## src/rtl/lsu_align_ctrl_pkg.sv

```systemverilog
// Shared definitions for the LSU alignment controller: RV32 load/store funct3
// codes, the controller FSM states and access-size helpers.
package lsu_align_ctrl_pkg;

    localparam logic [2:0] LB  = 3'b000;
    localparam logic [2:0] LH  = 3'b001;
    localparam logic [2:0] LW  = 3'b010;
    localparam logic [2:0] LBU = 3'b100;
    localparam logic [2:0] LHU = 3'b101;
    localparam logic [2:0] SB  = 3'b000;
    localparam logic [2:0] SH  = 3'b001;
    localparam logic [2:0] SW  = 3'b010;

    typedef enum logic [1:0] {
        IDLE,
        ACCESS,
        RESP
    } state_e;

    // Byte count from the size field funct3[1:0]; 0 marks an unsupported size.
    function automatic logic [2:0] size_bytes(input logic [1:0] size_field);
        case (size_field)
            2'b00:   return 3'd1;
            2'b01:   return 3'd2;
            2'b10:   return 3'd4;
            default: return 3'd0;
        endcase
    endfunction

    function automatic logic is_legal(input logic we, input logic [2:0] funct3);
        if (we) begin
            return funct3 inside {SB, SH, SW};
        end
        return funct3 inside {LB, LH, LW, LBU, LHU};
    endfunction

endpackage

```

## src/rtl/lsu_load_align.sv

```systemverilog
// Extracts a misaligned load from two consecutive memory words {hi,lo} at a
// byte offset and sign- or zero-extends it according to funct3.
module lsu_load_align
    import lsu_align_ctrl_pkg::*;
(
    input  logic [31:0] hi,
    input  logic [31:0] lo,
    input  logic [1:0]  offset,
    input  logic [2:0]  funct3,
    output logic [31:0] data
);

    logic [31:0] shifted;
    // The top byte of hi can never land inside a 32-bit window starting in lo.
    logic        unused_hi;

    assign unused_hi = ^hi[31:24];

    always_comb begin
        case (offset)
            2'd0:    shifted = lo;
            2'd1:    shifted = {hi[7:0],  lo[31:8]};
            2'd2:    shifted = {hi[15:0], lo[31:16]};
            default: shifted = {hi[23:0], lo[31:24]};
        endcase

        case (funct3)
            LB:      data = {{24{shifted[7]}}, shifted[7:0]};
            LBU:     data = {24'b0, shifted[7:0]};
            LH:      data = {{16{shifted[15]}}, shifted[15:0]};
            LHU:     data = {16'b0, shifted[15:0]};
            default: data = shifted;
        endcase
    end

endmodule

```

## src/rtl/lsu_align_ctrl.sv

```systemverilog
// Load/store alignment controller between execute and a word-organised memory.
// Define LSU_MISALIGNED_EN to split misaligned accesses; otherwise they are errors.
module lsu_align_ctrl
    import lsu_align_ctrl_pkg::*;
#(
    parameter int DATA_WIDTH = 32,
    parameter int ADDR_WIDTH = 32
) (
    input  logic                  clk,
    input  logic                  rst_n,
    input  logic                  req_valid,
    output logic                  req_ready,
    input  logic                  req_we,
    input  logic [2:0]            req_funct3,
    input  logic [ADDR_WIDTH-1:0] req_addr,
    input  logic [DATA_WIDTH-1:0] req_wdata,
    output logic                  rsp_valid,
    output logic [DATA_WIDTH-1:0] rsp_rdata,
    output logic                  rsp_err,
    output logic                  mem_wr_en,
    output logic [2:0]            mem_funct3,
    output logic [ADDR_WIDTH-1:0] mem_addr,
    output logic [DATA_WIDTH-1:0] mem_wr_data,
    input  logic [DATA_WIDTH-1:0] mem_rd_data
);

    state_e                state_q, state_d;
    logic                  we_q, we_d;
    logic [2:0]            funct3_q, funct3_d;
    logic [ADDR_WIDTH-1:0] addr_q, addr_d;
    logic [DATA_WIDTH-1:0] wdata_q, wdata_d;
    logic [DATA_WIDTH-1:0] rdata_q, rdata_d;
    logic                  err_q, err_d;

    logic [2:0]            req_size;
    logic                  req_misal;
    logic                  req_bad;
    logic                  last_beat;
    logic [DATA_WIDTH-1:0] load_data;

    assign req_size  = size_bytes(req_funct3[1:0]);
    assign req_misal = (req_size == 3'd2 && req_addr[0]) ||
                       (req_size == 3'd4 && req_addr[1:0] != 2'b00);

`ifdef LSU_MISALIGNED_EN
    logic [1:0]            beat_q, beat_d;
    logic [1:0]            last_q, last_d;
    logic                  split_q, split_d;
    logic [DATA_WIDTH-1:0] lo_q, lo_d;
    logic [DATA_WIDTH-1:0] split_data;

    // The second word of a split load comes straight from memory on the last beat.
    lsu_load_align u_load_align (
        .hi     (mem_rd_data),
        .lo     (lo_q),
        .offset (addr_q[1:0]),
        .funct3 (funct3_q),
        .data   (split_data)
    );

    assign req_bad   = !is_legal(req_we, req_funct3);
    assign last_beat = (beat_q == last_q);
    assign load_data = split_q ? split_data : mem_rd_data;
`else
    assign req_bad   = !is_legal(req_we, req_funct3) || req_misal;
    assign last_beat = 1'b1;
    assign load_data = mem_rd_data;
`endif

    assign req_ready = (state_q == IDLE);
    assign rsp_valid = (state_q == RESP);
    assign rsp_rdata = rdata_q;
    assign rsp_err   = err_q;

    always_comb begin
        // NOTE: every combinational output gets a default first, so no latch is inferred.
        mem_wr_en   = 1'b0;
        mem_funct3  = LW;
        mem_addr    = '0;
        mem_wr_data = '0;
        if (state_q == ACCESS) begin
            // Gating with rst_n abandons the beat in the cycle reset is sampled.
            mem_wr_en   = we_q && rst_n;
            mem_funct3  = funct3_q;
            mem_addr    = addr_q;
            mem_wr_data = wdata_q;
`ifdef LSU_MISALIGNED_EN
            if (split_q) begin
                if (we_q) begin
                    mem_funct3  = SB;
                    mem_addr    = addr_q + ADDR_WIDTH'(beat_q);
                    mem_wr_data = DATA_WIDTH'(wdata_q[8*beat_q +: 8]);
                end else begin
                    mem_funct3  = LW;
                    mem_addr    = {addr_q[ADDR_WIDTH-1:2], 2'b00} + ADDR_WIDTH'({beat_q[0], 2'b00});
                    mem_wr_data = '0;
                end
            end
`endif
        end
    end

    always_comb begin
        state_d  = state_q;
        we_d     = we_q;
        funct3_d = funct3_q;
        addr_d   = addr_q;
        wdata_d  = wdata_q;
        rdata_d  = rdata_q;
        err_d    = err_q;
`ifdef LSU_MISALIGNED_EN
        beat_d   = beat_q;
        last_d   = last_q;
        split_d  = split_q;
        lo_d     = lo_q;
`endif
        case (state_q)
            IDLE: begin
                if (req_valid) begin
                    we_d     = req_we;
                    funct3_d = req_funct3;
                    addr_d   = req_addr;
                    wdata_d  = req_wdata;
`ifdef LSU_MISALIGNED_EN
                    beat_d   = 2'd0;
                    split_d  = req_misal;
                    last_d   = !req_misal ? 2'd0 : (req_we && req_size[2]) ? 2'd3 : 2'd1;
`endif
                    if (req_bad) begin
                        rdata_d = '0;
                        err_d   = 1'b1;
                        state_d = RESP;
                    end else begin
                        state_d = ACCESS;
                    end
                end
            end
            ACCESS: begin
                if (last_beat) begin
                    state_d = RESP;
                    err_d   = 1'b0;
                    rdata_d = we_q ? '0 : load_data;
                end
`ifdef LSU_MISALIGNED_EN
                else begin
                    beat_d = beat_q + 2'd1;
                end
                if (beat_q == 2'd0) begin
                    lo_d = mem_rd_data;
                end
`endif
            end
            default: state_d = IDLE;
        endcase
    end

    always_ff @(posedge clk) begin
        // NOTE: sequential state uses non-blocking assignments only; blocking belongs in always_comb.
        if (!rst_n) begin
            state_q  <= IDLE;
            we_q     <= 1'b0;
            funct3_q <= 3'b000;
            addr_q   <= '0;
            wdata_q  <= '0;
            rdata_q  <= '0;
            err_q    <= 1'b0;
`ifdef LSU_MISALIGNED_EN
            beat_q   <= 2'd0;
            last_q   <= 2'd0;
            split_q  <= 1'b0;
            lo_q     <= '0;
`endif
        end else begin
            state_q  <= state_d;
            we_q     <= we_d;
            funct3_q <= funct3_d;
            addr_q   <= addr_d;
            wdata_q  <= wdata_d;
            rdata_q  <= rdata_d;
            err_q    <= err_d;
`ifdef LSU_MISALIGNED_EN
            beat_q   <= beat_d;
            last_q   <= last_d;
            split_q  <= split_d;
            lo_q     <= lo_d;
`endif
        end
    end

endmodule

```

## config.mk

```make
export PLATFORM = sky130hd
export DESIGN_NAME = lsu_align_ctrl
export DESIGN_NICKNAME = d
export VERILOG_FILES = /design/src/rtl/lsu_align_ctrl_pkg.sv /design/src/rtl/lsu_load_align.sv /design/src/rtl/lsu_align_ctrl.sv
export SDC_FILE = /design/constraint.sdc
export NUM_CORES = 1
export LEC_CHECK = 0
export BUFFER_PORTS_ARGS = -buffer_cell sky130_fd_sc_hd__buf_2
export CAP_MARGIN = 20
export CORE_ASPECT_RATIO = 0.9
export CORE_MARGIN = 2
export CORE_UTILIZATION = 40
export DETAILED_ROUTE_END_ITERATION = 16
export HOLD_SLACK_MARGIN = 0.1
export MAX_ROUTING_LAYER = met4
export PLACE_DENSITY = 0.83
export SETUP_SLACK_MARGIN = 0.2
export SLEW_MARGIN = 20
export SYNTH_ARGS = -nofsm -noshare
export SYNTH_HDL_FRONTEND = slang
export SYNTH_SLANG_ARGS = --single-unit
```

## constraint.sdc

```tcl
create_clock -name clk -period 3.24 [get_ports clk]
set_input_delay 0.162 -clock clk [delete_from_list [all_inputs] [get_ports clk]]
set_output_delay 0.162 -clock clk [all_outputs]
set_load 0.05 [all_outputs]
```

==> summary.txt, run 1 <==
Logic synthesis
  – Largest family of logic cells by synthesized area: simple AND/OR/NAND/NOR gates
  – Simple-Gate Fraction of Synth Area: 0.254
  – Library cells used by synthesis: 23
  – Synth Area in Adders: 0
  – Mapped Cells: 459
  – Post-synth top area cell: dfxtp_1
  – Synthesized area per cell: 8.60 µm²
  – Mux contribution to synthesized area: 0
  – Syn. warnings: 0
  – Syn_nets: 562
  – #FFs+latches synth: 103
  – Area fraction of the dominant cell type after synthesis: 0.523
  – Synth Area in Compound Gates: 0.181
  – Top post-synthesis cells by area: dfxtp_1 52%, nand2_1 13%, and2_1 10%
  – Register area share after synthesis: 0.523
  – Post-Syn Area: 3950 µm²
  – Post-Synth XOR/XNOR Area: 0

Global route
  – Initial antenna violation count: 0
  – Grt met3 use: 0.0728
  – Routing usage on met1: 0.267
  – Most Crowded Layer GR: met2
  – First-pass GRT wire length: 20.6 mm
  – Total GRT Usage: 0.253
  – Largest net degree at the start of global routing: 47
  – Total global routing overflow: 0
  – Met2 usage: 0.430
  – Vias in the first global route: 4357

Timing
  – TNS Setup: 0 ns
  – Clock skew: 0.00778 ns
  – Tcrit/Tclk final: 0.668
  – Fin. max-slew vios: 0
  – Setup WS post-layout: 1.07 ns
  – Hold Violations, Final: 0
  – F_max: 462 MHz
  – Tmin final: 2.17 ns
  – RSZ-0062 raised after global routing: no
  – Final setup viols: 0
  – Actual slew at the worst max-slew pin: 0.657 ns
  – Headroom to the max-slew limit: 0.561

Routing
  – # DRC: 0
  – Drt pass-1 iters: 6
  – DRT antenna net count: 0
  – Initial drt markers: 294
  – Via density: 4.98
  – Routed WL: 13.3 mm
  – Vias post-DR: 4367
  – WL/cell: 15.2 µm

Clock tree
  – Post-CTS resize count: 0
  – # hold bufs at CTS: 100
  – Clk sink count: 103
  – Clock buffer depth: 2
  – Clock slew at reported path FFs: 0.09 ns
  – CTS tree: done
  – TritonCTS Buffers: 9
  – H-tree depth: 3
  – Clock Tree Root: clkbuf_8
  – Post-CTS setup buffers: 0
  – Clock Latency Late Sink: 0.36 ns

Critical path
  – Critical path endpoint category: primary output
  – Worst R2R Start: state_q[1]
  – Worst R2R Setup Slack: 1.24 ns
  – Crit-path cells: nor2b_4 > buf_4 > and3_1 > buf_2
  – Worst EP required: 3.08 ns
  – Crit path max-delay cell type: nor2b_4
  – Worst path max stage delay: 0.42 ns
  – Worst R2R End: state_q[0]
  – Worst-path fanout max: 28
  – Critical path type: flop to primary output
  – Reg2Reg Depth: 3
  – Worst setup SP type: flop
  – Critical Path AT: 2.00 ns

Cells and area
  – Share of layout cells above drive strength 1: 0.352
  – # diodes: 0
  – Commonest non-fill, non-tap cells in the layout: 205 x buf_2, 136 x nand2_1, 103 x dfxtp_1
  – Area added between synthesis and finish: 59.1%
  – Fill cell count: 739
  – Leading cell type in the layout, fill and taps excluded: buf_2
  – Post-layout net count: 850

Outcome
  – Outcome: complete, no violations

Die
  – Rows: 34
  – DIE AREA: 10700 µm²
  – DIE HEIGHT: 98.2 µm
  – Core ar.: 9610 µm²
  – Initial Utilization: 0.410
  – Io pins: 206
  – DIE WIDTH: 109 µm

Worst hold path
  – Hold wc startpoint: req_valid
  – Hold EP: wdata_q[26]
  – Worst Hold Class: primary input to flop
  – Hold depth: 4

Power and ir drop
  – Maximum vdd ir drop: 0.372 mV
  – Leakage power: 3.02 nW
  – Overall Power: 2.74 mW
  – P per Cell Area: 436 nW/µm²

Placed design
  – DP Worst Slack: 1.21 ns
  – PortBufs: 205
  – DP HPWL: 7.56 mm
  – GPL Wtd Cong: 0.775

Flow run
  – Max_cap viols: 0
## layer usage
layer / vias to the layer above / share of wire
met5: - / 0
met4: 0 / 0.040
met3: 51 / 0.078
met2: 223 / 0.49
met1: 2012 / 0.39
li1: 2081 / -
## critical path: cells and delay by family, from the launching register on
kind	cells	cell delay (ns)
AND/OR/NAND/NOR	2	0.62
flip-flops	1	0.41
buffers and inverters	2	0.60
## where the power goes
part	internal (mW)	total, mW	switching [mW]	leakage [nW]
logic	0.197	0.440	0.243	2.06
registers	1.33	1.36	0.0332	0.842
clock network	0.507	0.933	0.426	0.111
total	2.03	2.74	0.702	3.02
## cell families (layout without fill, tap and decap cells)
logic type | count (synthesis) | after routing
compound gates | 105 | 105
buf+inv | 37 | 329
flops | 103 | 103
simple gates | 214 | 214
## cell type report
cell class	count	area, µm²	area share
sequential	103	2060	0.328
timing repair buffer	313	2090	0.332
inverter	1	3.75	0.000598
clock buffer	9	124	0.0197
tap	126	158	0.0251
multi-input combinational	319	1730	0.276
clock inverter	6	110	0.0175
## Yosys cell counts (all sizes together)
cell and instances:
or4 1, nor3b 2, or3b 1, dfxtp 103
a31oi 2, nor2b 3, nand2b 1, a311oi 1
a22o 32, a221o 1, nor3 1, and2 66
nand2 136, a21oi 68, inv 1, buf 11
and3 1, clkbuf 25, a211oi 1, nor2 2
## through the flow
step                      std cells  hold WS (ns)   util  cell area (µm²)
after global placement          762         0.381  0.524             5040
after global routing            877         0.271  0.653             6280
after detailed placement        762         0.384  0.524             5040
final                           877         0.275  0.653             6280
after CTS                       877         0.267  0.653             6280
after floorplan                 459         0.295      -             3950
## registers in the layout (all words and copies together), names as in the netlist
| signal | cells |
|---|---|
| addr_q | 32 |
| wdata_q | 32 |
| rsp_rdata | 32 |
| state_q | 2 |
| rsp_err | 1 |
| we_q | 1 |
| funct3_q | 3 |
## worst max path at each step
| stage | slack [ns] | end | start | depth (start not counted) |
|---|---|---|---|---|
| finish | 1.07 | mem_wr_en | state_q[0] | 4 |
| global placement | 1.30 | state_q[0] | state_q[1] | 3 |
| detailed placement | 1.21 | state_q[0] | state_q[1] | 3 |
| floorplan | 1.67 | wdata_q[10] | state_q[1] | 6 |
| global route | 0.90 | mem_wr_en | state_q[0] | 4 |
| CTS | 1.04 | mem_wr_en | state_q[0] | 4 |
(Power assumes the default switching activity.)
==> run 2: changes to the inputs <==
- ABC_AREA: unset -> 1
- clock period: 3.24 -> 2.05 ns (I/O delays scaled with it)
==> run 2 against run 1 <==
Against the previous run:
- count of clock-buffer cells in the layout up 2
- area after synthesis up 3.2%
- wire length down 4.7%
- cell area up 2.1%
- largest power group unchanged
- worst hold slack worse by 0.18 ns
- first-iteration DRC count down 9.9%
==> summary.txt, run 2 <==
Outcome
  – Outcome: complete, no violations

Flow run
  – Max_cap viols: 0 (unchanged)

Logic synthesis
  – Syn. warnings: 0 (unchanged)
  – Top-count cell post-synth: dfxtp_1
  – Post-Syn Area: 4070 µm² (+3.2%)
  – Area fraction of the dominant cell type after synthesis: 0.506 (-0.0161)
  – Register area share after synthesis: 0.506 (-0.0161)
  – Top FF cell, synth: dfxtp_1
  – Post-synth top area cell: dfxtp_1
  – Number of synthesized flops with an enable pin: 0 (unchanged)
  – Library cells used by synthesis: 23 (unchanged)
  – Synth cell count leaders: 103 x dfxtp_1, 101 x a21oi_1, 72 x inv_1
  – Syn_nets: 639 (+14%)
  – Top post-synthesis cells by area: dfxtp_1 51%, a21oi_1 12%, o21ai_0 8.2%
  – Mapped Cells: 536 (+17%)
  – #FFs+latches synth: 103 (unchanged)
  – Synthesized area per cell: 7.60 µm² (-12%)
  – Asr flop ratio synth: 0 (unchanged)

Timing
  – Actual slew at the worst max-slew pin: 0.569 ns (-0.0876 ns)
  – Hold Violations, Final: 0 (unchanged)
  – Tmin final: 1.73 ns
  – Minimum hold slack: 0.0994 ns (-0.176 ns)
  – Headroom to the max-slew limit: 0.620 (+0.0591)
  – Final setup viols: 0 (unchanged)
  – RSZ-0062 raised after global routing: no
  – Tcrit/Tclk final: 0.843
  – Clock skew: 0.00676 ns (-0.00101 ns)
  – Fin. max-slew vios: 0 (unchanged)
  – F_max: 579 MHz
  – TNS Setup: 0 ns (unchanged)

Clock tree
  – H-tree depth: 3 (unchanged)
  – Clock Latency Late Sink: 0.33 ns (-0.03 ns)
  – CTS tree: done
  – Clock slew at reported path FFs: 0.07 ns (-0.02 ns)
  – Clock Tree Root: clkbuf_16
  – Clock buffer depth: 2 (unchanged)
  – Post-CTS setup buffers: 0 (unchanged)
  – TritonCTS Buffers: 9 (unchanged)
  – Clk sink count: 103 (unchanged)

Critical path
  – Critical Path AT: 1.62 ns (-0.38 ns)
  – Worst R2R Setup Slack: 0.57 ns (-0.67 ns)
  – Worst-path fanout max: 31 (+11%)
  – Worst EP required: 1.95 ns (-1.13 ns)
  – Critical path type: flop to primary output
  – Critical path endpoint category: primary output
  – Reg2Reg Depth: 5 (+2)
  – Worst setup SP type: flop

Die
  – Io pins: 206 (unchanged)
  – Rows: 34 (unchanged)
  – DIE HEIGHT: 99.7 µm (+1.5%)
  – Initial Utilization: 0.416 (+0.00565)
  – DIE WIDTH: 110 µm (+1.5%)
  – Core ar.: 9780 µm² (+1.8%)
  – DIE AREA: 11000 µm² (+3.0%)

Placed design
  – PortBufs: 205 (unchanged)
  – GPL Wtd Cong: 0.786 (+1.4%)
  – DP HPWL: 7.36 mm (-2.7%)
  – Placed Cells: 834 (+9.4%)

Routing
  – Drt pass-1 iters: 5 (-1)
  – WL/cell: 13.4 µm (-12%)
  – Initial drt markers: 265 (-9.9%)
  – Vias post-DR: 4520 (+3.5%)
  – Via density: 4.77 (-4.1%)
  – # DRC: 0 (unchanged)
  – DRT antenna net count: 0 (unchanged)
  – Routed WL: 12.7 mm (-4.7%)

Cells and area
  – Post-layout net count: 919 (+8.1%)
  – Post-Layout Cell Count: 947 (+8.0%)
  – Area added between synthesis and finish: 57.5%
  – Commonest non-fill, non-tap cells in the layout: 201 x buf_2, 102 x dfxtp_1, 101 x a21oi_1
  – Leading cell type in the layout, fill and taps excluded: buf_2
  – Share of layout cells above drive strength 1: 0.288 (-0.0637)

Global route
  – Total GRT Usage: 0.232 (-0.0213)
  – Total global routing overflow: 0 (unchanged)
  – First-pass GRT wire length: 19.6 mm (-4.7%)
  – Largest net degree at the start of global routing: 70 (+49%)
  – Vias in the first global route: 4376 (+0.44%)
  – Initial antenna violation count: 1 (+1)

Worst hold path
  – Hold depth: 3 (-1)
  – Worst Hold Class: primary input to flop

Power and ir drop
  – P per Cell Area: 728 nW/µm² (+67%)
  – Leakage power: 2.99 nW (-0.98%)
  – Maximum vdd ir drop: 0.451 mV (+21%)
## run 2: changes by cell type after synthesis, moves of 33 or more
cell	before	now
nand2_1	136	34
inv_1	0	72
nor2_1	2	69
o21ai_0	0	67
and2_1	66	0
nand3_1	0	36
a21oi_1	68	101
## run 2: where the power goes
group          switching (mW)  internal (mW)  total, mW
registers              0.0389           2.14       2.17
logic                   0.462          0.329      0.790
clock network           0.723          0.981       1.70
total                    1.22           3.45       4.67
## run 2: repair_timing
action                     4_1_cts  5_1_grt
hold endpoints to repair        97        0
hold buffers                    97        0
setup endpoints to repair        0       39
gates resized for setup          0        5
## run 2: layout make-up
type / instances / area, µm²
fill: 781 / 3370
timing repair buffer: 310 / 2120
sequential: 103 / 2060
multi-input combinational: 317 / 1490
inverter: 75 / 282
clock buffer: 11 / 243
tap: 126 / 158
clock inverter: 4 / 55.1
antenna: 1 / 2.50
## run 2: per-layer routing
layer | track usage | wire, µm | vias up
met2 | 0.406 | 6540 | 186
met4 | 0.0990 | 422 | 0
met1 | 0.243 | 4910 | 2022
met3 | 0.0616 | 810 | 38
met5 | - | 0 | -
li1 | - | - | 2274
## run 2: kinds of logic (layout without fill, tap and decap cells)
logic type	after synthesis	in the layout	synth area share
simple gates	146	146	0.153
compound gates	171	171	0.211
buf+inv	116	400	0.130
flops	103	103	0.506
other cells	0	1	0
## run 2: worst paths after layout
kind	endpoint	from
setup reg to reg	addr_q[21]	state_q[1]
hold reg to reg	wdata_q[29]	wdata_q[29]
hold / removal	funct3_q[2]	req_funct3[2]
setup / recovery	mem_addr[0]	state_q[1]
## run 2: stage by stage
| stage | setup slack, ns | area, µm² | utilization | power, mW |
|---|---|---|---|---|
| after floorplan | 0.501 | 4080 | - | 2.66 |
| after global placement | 0.620 | 5130 | 0.524 | 2.84 |
| after detailed placement | 0.588 | 5130 | 0.524 | 2.85 |
| after CTS | 0.233 | 6400 | 0.654 | 4.69 |
| after global routing | 0.204 | 6410 | 0.655 | 4.89 |
| final | 0.323 | 6410 | 0.655 | 4.67 |
## run 2: worst max-delay path, stage by stage, from the launching register on
cell	delay, ns
dfxtp_1	0.36
inv_2	0.10
nand2_4	0.16
buf_12	0.22
nor2_1	0.14
buf_2	0.28
==> run 3: changes to the inputs <==
- ABC_AREA: 1 -> 0
- clock period: 2.05 -> 1.61 ns (I/O delays scaled with it)
==> run 3 against run 2 <==
Against the previous run:
- cell area is 22% higher
- final cell count down 3.8%
- register-to-register slack lost 0.53 ns
- first-iteration DRC count up 12%
- wire length up 52%
- combinational power rose by 62%
- clock skew up 0.0038 ns
- die area fell by 3.0%
- highest routed layer unchanged
==> summary.txt, run 3 (synthesis gave the netlist of run 1 again) <==
Timing
  – Actual slew at the worst max-slew pin: 0.569 ns (-0.000430 ns)
  – Setup WS post-layout: 0.00337 ns (-0.319 ns)
  – Tcrit/Tclk final: 0.998
  – Minimum hold slack: 0.148 ns (+0.0482 ns)
  – Fin. max-slew vios: 0 (unchanged)
  – RSZ-0062 raised after global routing: yes
  – Tmin final: 1.61 ns
  – Clock skew: 0.0106 ns (+0.00382 ns)
  – Hold Violations, Final: 0 (unchanged)
  – Headroom to the max-slew limit: 0.621 (about the same)
  – F_max: 622 MHz
  – Final setup viols: 0 (unchanged)

Routing
  – Initial drt markers: 296 (+12%)
  – Via density: 5.50 (+15%)
  – WL/cell: 21.2 µm (+58%)
  – Vias post-DR: 5012 (+11%)
  – DRT antenna net count: 0 (unchanged)
  – Routed WL: 19.3 mm (+52%)
  – # DRC: 0 (unchanged)
  – Drt pass-1 iters: 4 (-1)

Power and ir drop
  – Leakage power: 3.58 nW (+20%)
  – Maximum vdd ir drop: 0.715 mV (+58%)
  – Sw Share: 0.304 (+0.0416)
  – Switching pwr: 1.69 mW (+38%)
  – Clk network pwr share: 0.272 (-0.093)
  – P per Cell Area: 712 nW/µm² (-2.2%)
  – Sequential power share: 0.498 (+0.032)
  – Overall Power: 5.56 mW (+19%)
  – Logic gate share of total power: 0.229 (+0.060)
  – Power Internal: 3.87 mW (+12%)

Cells and area
  – Post-layout net count: 881 (-4.1%)
  – Area added between synthesis and finish: 97.8%
  – Share of layout cells above drive strength 1: 0.469 (+0.181)
  – Leading cell type in the layout, fill and taps excluded: buf_2
  – Fill cell count: 522 (-33%)
  – Commonest non-fill, non-tap cells in the layout: 137 x buf_2, 122 x nand2_1, 101 x dfxtp_1, 101 x dlygate4sd3_1, 64 x a21oi_1
  – Design Area, Final: 7810 µm² (+22%)

Placed design
  – PortBufs: 205 (unchanged)
  – DP HPWL: 7.82 mm (+6.3%)
  – GPL Wtd Cong: 0.730 (-7.2%)
  – Placed Area: 5140 µm² (+0.20%)
  – DP Worst Slack: 0.0467 ns (-0.542 ns)

Critical path
  – Worst setup SP type: flop
  – Worst path max stage delay: 0.34 ns (-0.02 ns)
  – Crit-path cells: nor2b_4 > buf_6 > buf_12 > and2_1 > buf_6
  – Worst-path fanout max: 13 (-58%)
  – Critical path type: flop to primary output
  – Critical Path AT: 1.53 ns (-0.09 ns)
  – Worst EP required: 1.53 ns (-0.42 ns)
  – Delay-heaviest family, CP: buffers and inverters
  – Critical path buffers and inverters: 3 (unchanged)
  – Critical path endpoint category: primary output
  – Top cell by count, worst path: buf_6
  – Crit path max-delay cell type: dfxtp_2

Global route
  – Vias in the first global route: 4693 (+7.2%)
  – Total GRT Usage: 0.275 (+0.0427)
  – Largest net degree at the start of global routing: 51 (-27%)
  – Initial antenna violation count: 1 (unchanged)
  – Total global routing overflow: 0 (unchanged)
  – First-pass GRT wire length: 22.5 mm (+14%)

Outcome
  – Outcome: complete, no violations

Die
  – DIE AREA: 10700 µm² (-3.0%)
  – Initial Utilization: 0.410 (-0.00565)
  – Rows: 34 (unchanged)
  – Core ar.: 9610 µm² (-1.7%)
  – DIE WIDTH: 109 µm (-1.5%)
  – DIE HEIGHT: 98.2 µm (-1.5%)
  – Io pins: 206 (unchanged)

Clock tree
  – Clock Tree Root: clkbuf_8
  – Clock buffer depth: 2 (unchanged)
  – Clk sink count: 103 (unchanged)
  – TritonCTS Buffers: 9 (unchanged)
  – Clock slew at reported path FFs: 0.10 ns (+0.03 ns)
  – CTS tree: done
  – Clock Latency Late Sink: 0.37 ns (+0.04 ns)
  – H-tree depth: 3 (unchanged)

Flow run
  – Max_cap viols: 0 (unchanged)

Worst hold path
  – Worst Hold Class: primary input to flop
-- run 3: what timing repair did --
item / in CTS / in global routing
cloned: 0 / 14
pin swaps: 1 / 8
endpoints found under the hold margin: 101 / 1
gates resized for setup: 81 / 229
hold buffers: 101 / 1
setup buffers: 1 / 11
endpoints found under the setup margin: 140 / 161
-- run 3: tightest hold or removal path: stages --
cell and delay, ns:
buf_2 0.09, or4_4 0.15, a31oi_1 0.09, nor2_1 0.08
-- run 3: power groups by stage --
| stage | clock network [mW] | registers (mW) | logic (mW) |
|---|---|---|---|
| final | 1.52 | 2.77 | 1.28 |
| after global routing | 1.63 | 2.78 | 1.33 |
| after CTS | 1.52 | 2.74 | 0.919 |
| after detailed placement | 0 | 2.80 | 0.712 |
| after global placement | 0 | 2.79 | 0.690 |
| after floorplan | 0 | 2.84 | 0.401 |
-- run 3: worst paths after layout --
kind | start | endpoint | slack (ns) | depth (start not counted)
hold reg to reg | wdata_q[10] | wdata_q[10] | 0.46 | 2
setup reg to reg | state_q[0] | addr_q[8] | 0.04 | 6
hold / removal | req_addr[1] | state_q[1] | 0.15 | 4
setup / recovery | state_q[0] | mem_addr[1] | 0.003 | 5
-- run 3: area by class of cell --
class                      count  area, µm²  area share
inverter                       1       3.75    0.000481
clock buffer                  10        128      0.0163
sequential                   103       2070       0.265
antenna                        2       5.00    0.000641
multi-input combinational    319       2130       0.273
tap                          126        158      0.0202
clock inverter                 6       45.0     0.00577
timing repair buffer         344       3270       0.418
-- run 3: stage by stage --
stage	setup TNS, ns	utilization	cells
finish	0	0.812	911
global route	-0.607	0.812	910
CTS	-0.0714	0.681	884
detailed placement	0	0.534	766
global placement	0	0.534	766
floorplan	0	-	459
-- run 3: per-layer routing --
layer	GRT usage	up-vias	routed length, µm
met5	-	-	0
met4	0.127	0	1240
met3	0.0721	113	1880
met2	0.475	415	9690
met1	0.289	2325	6530
li1	-	2159	-
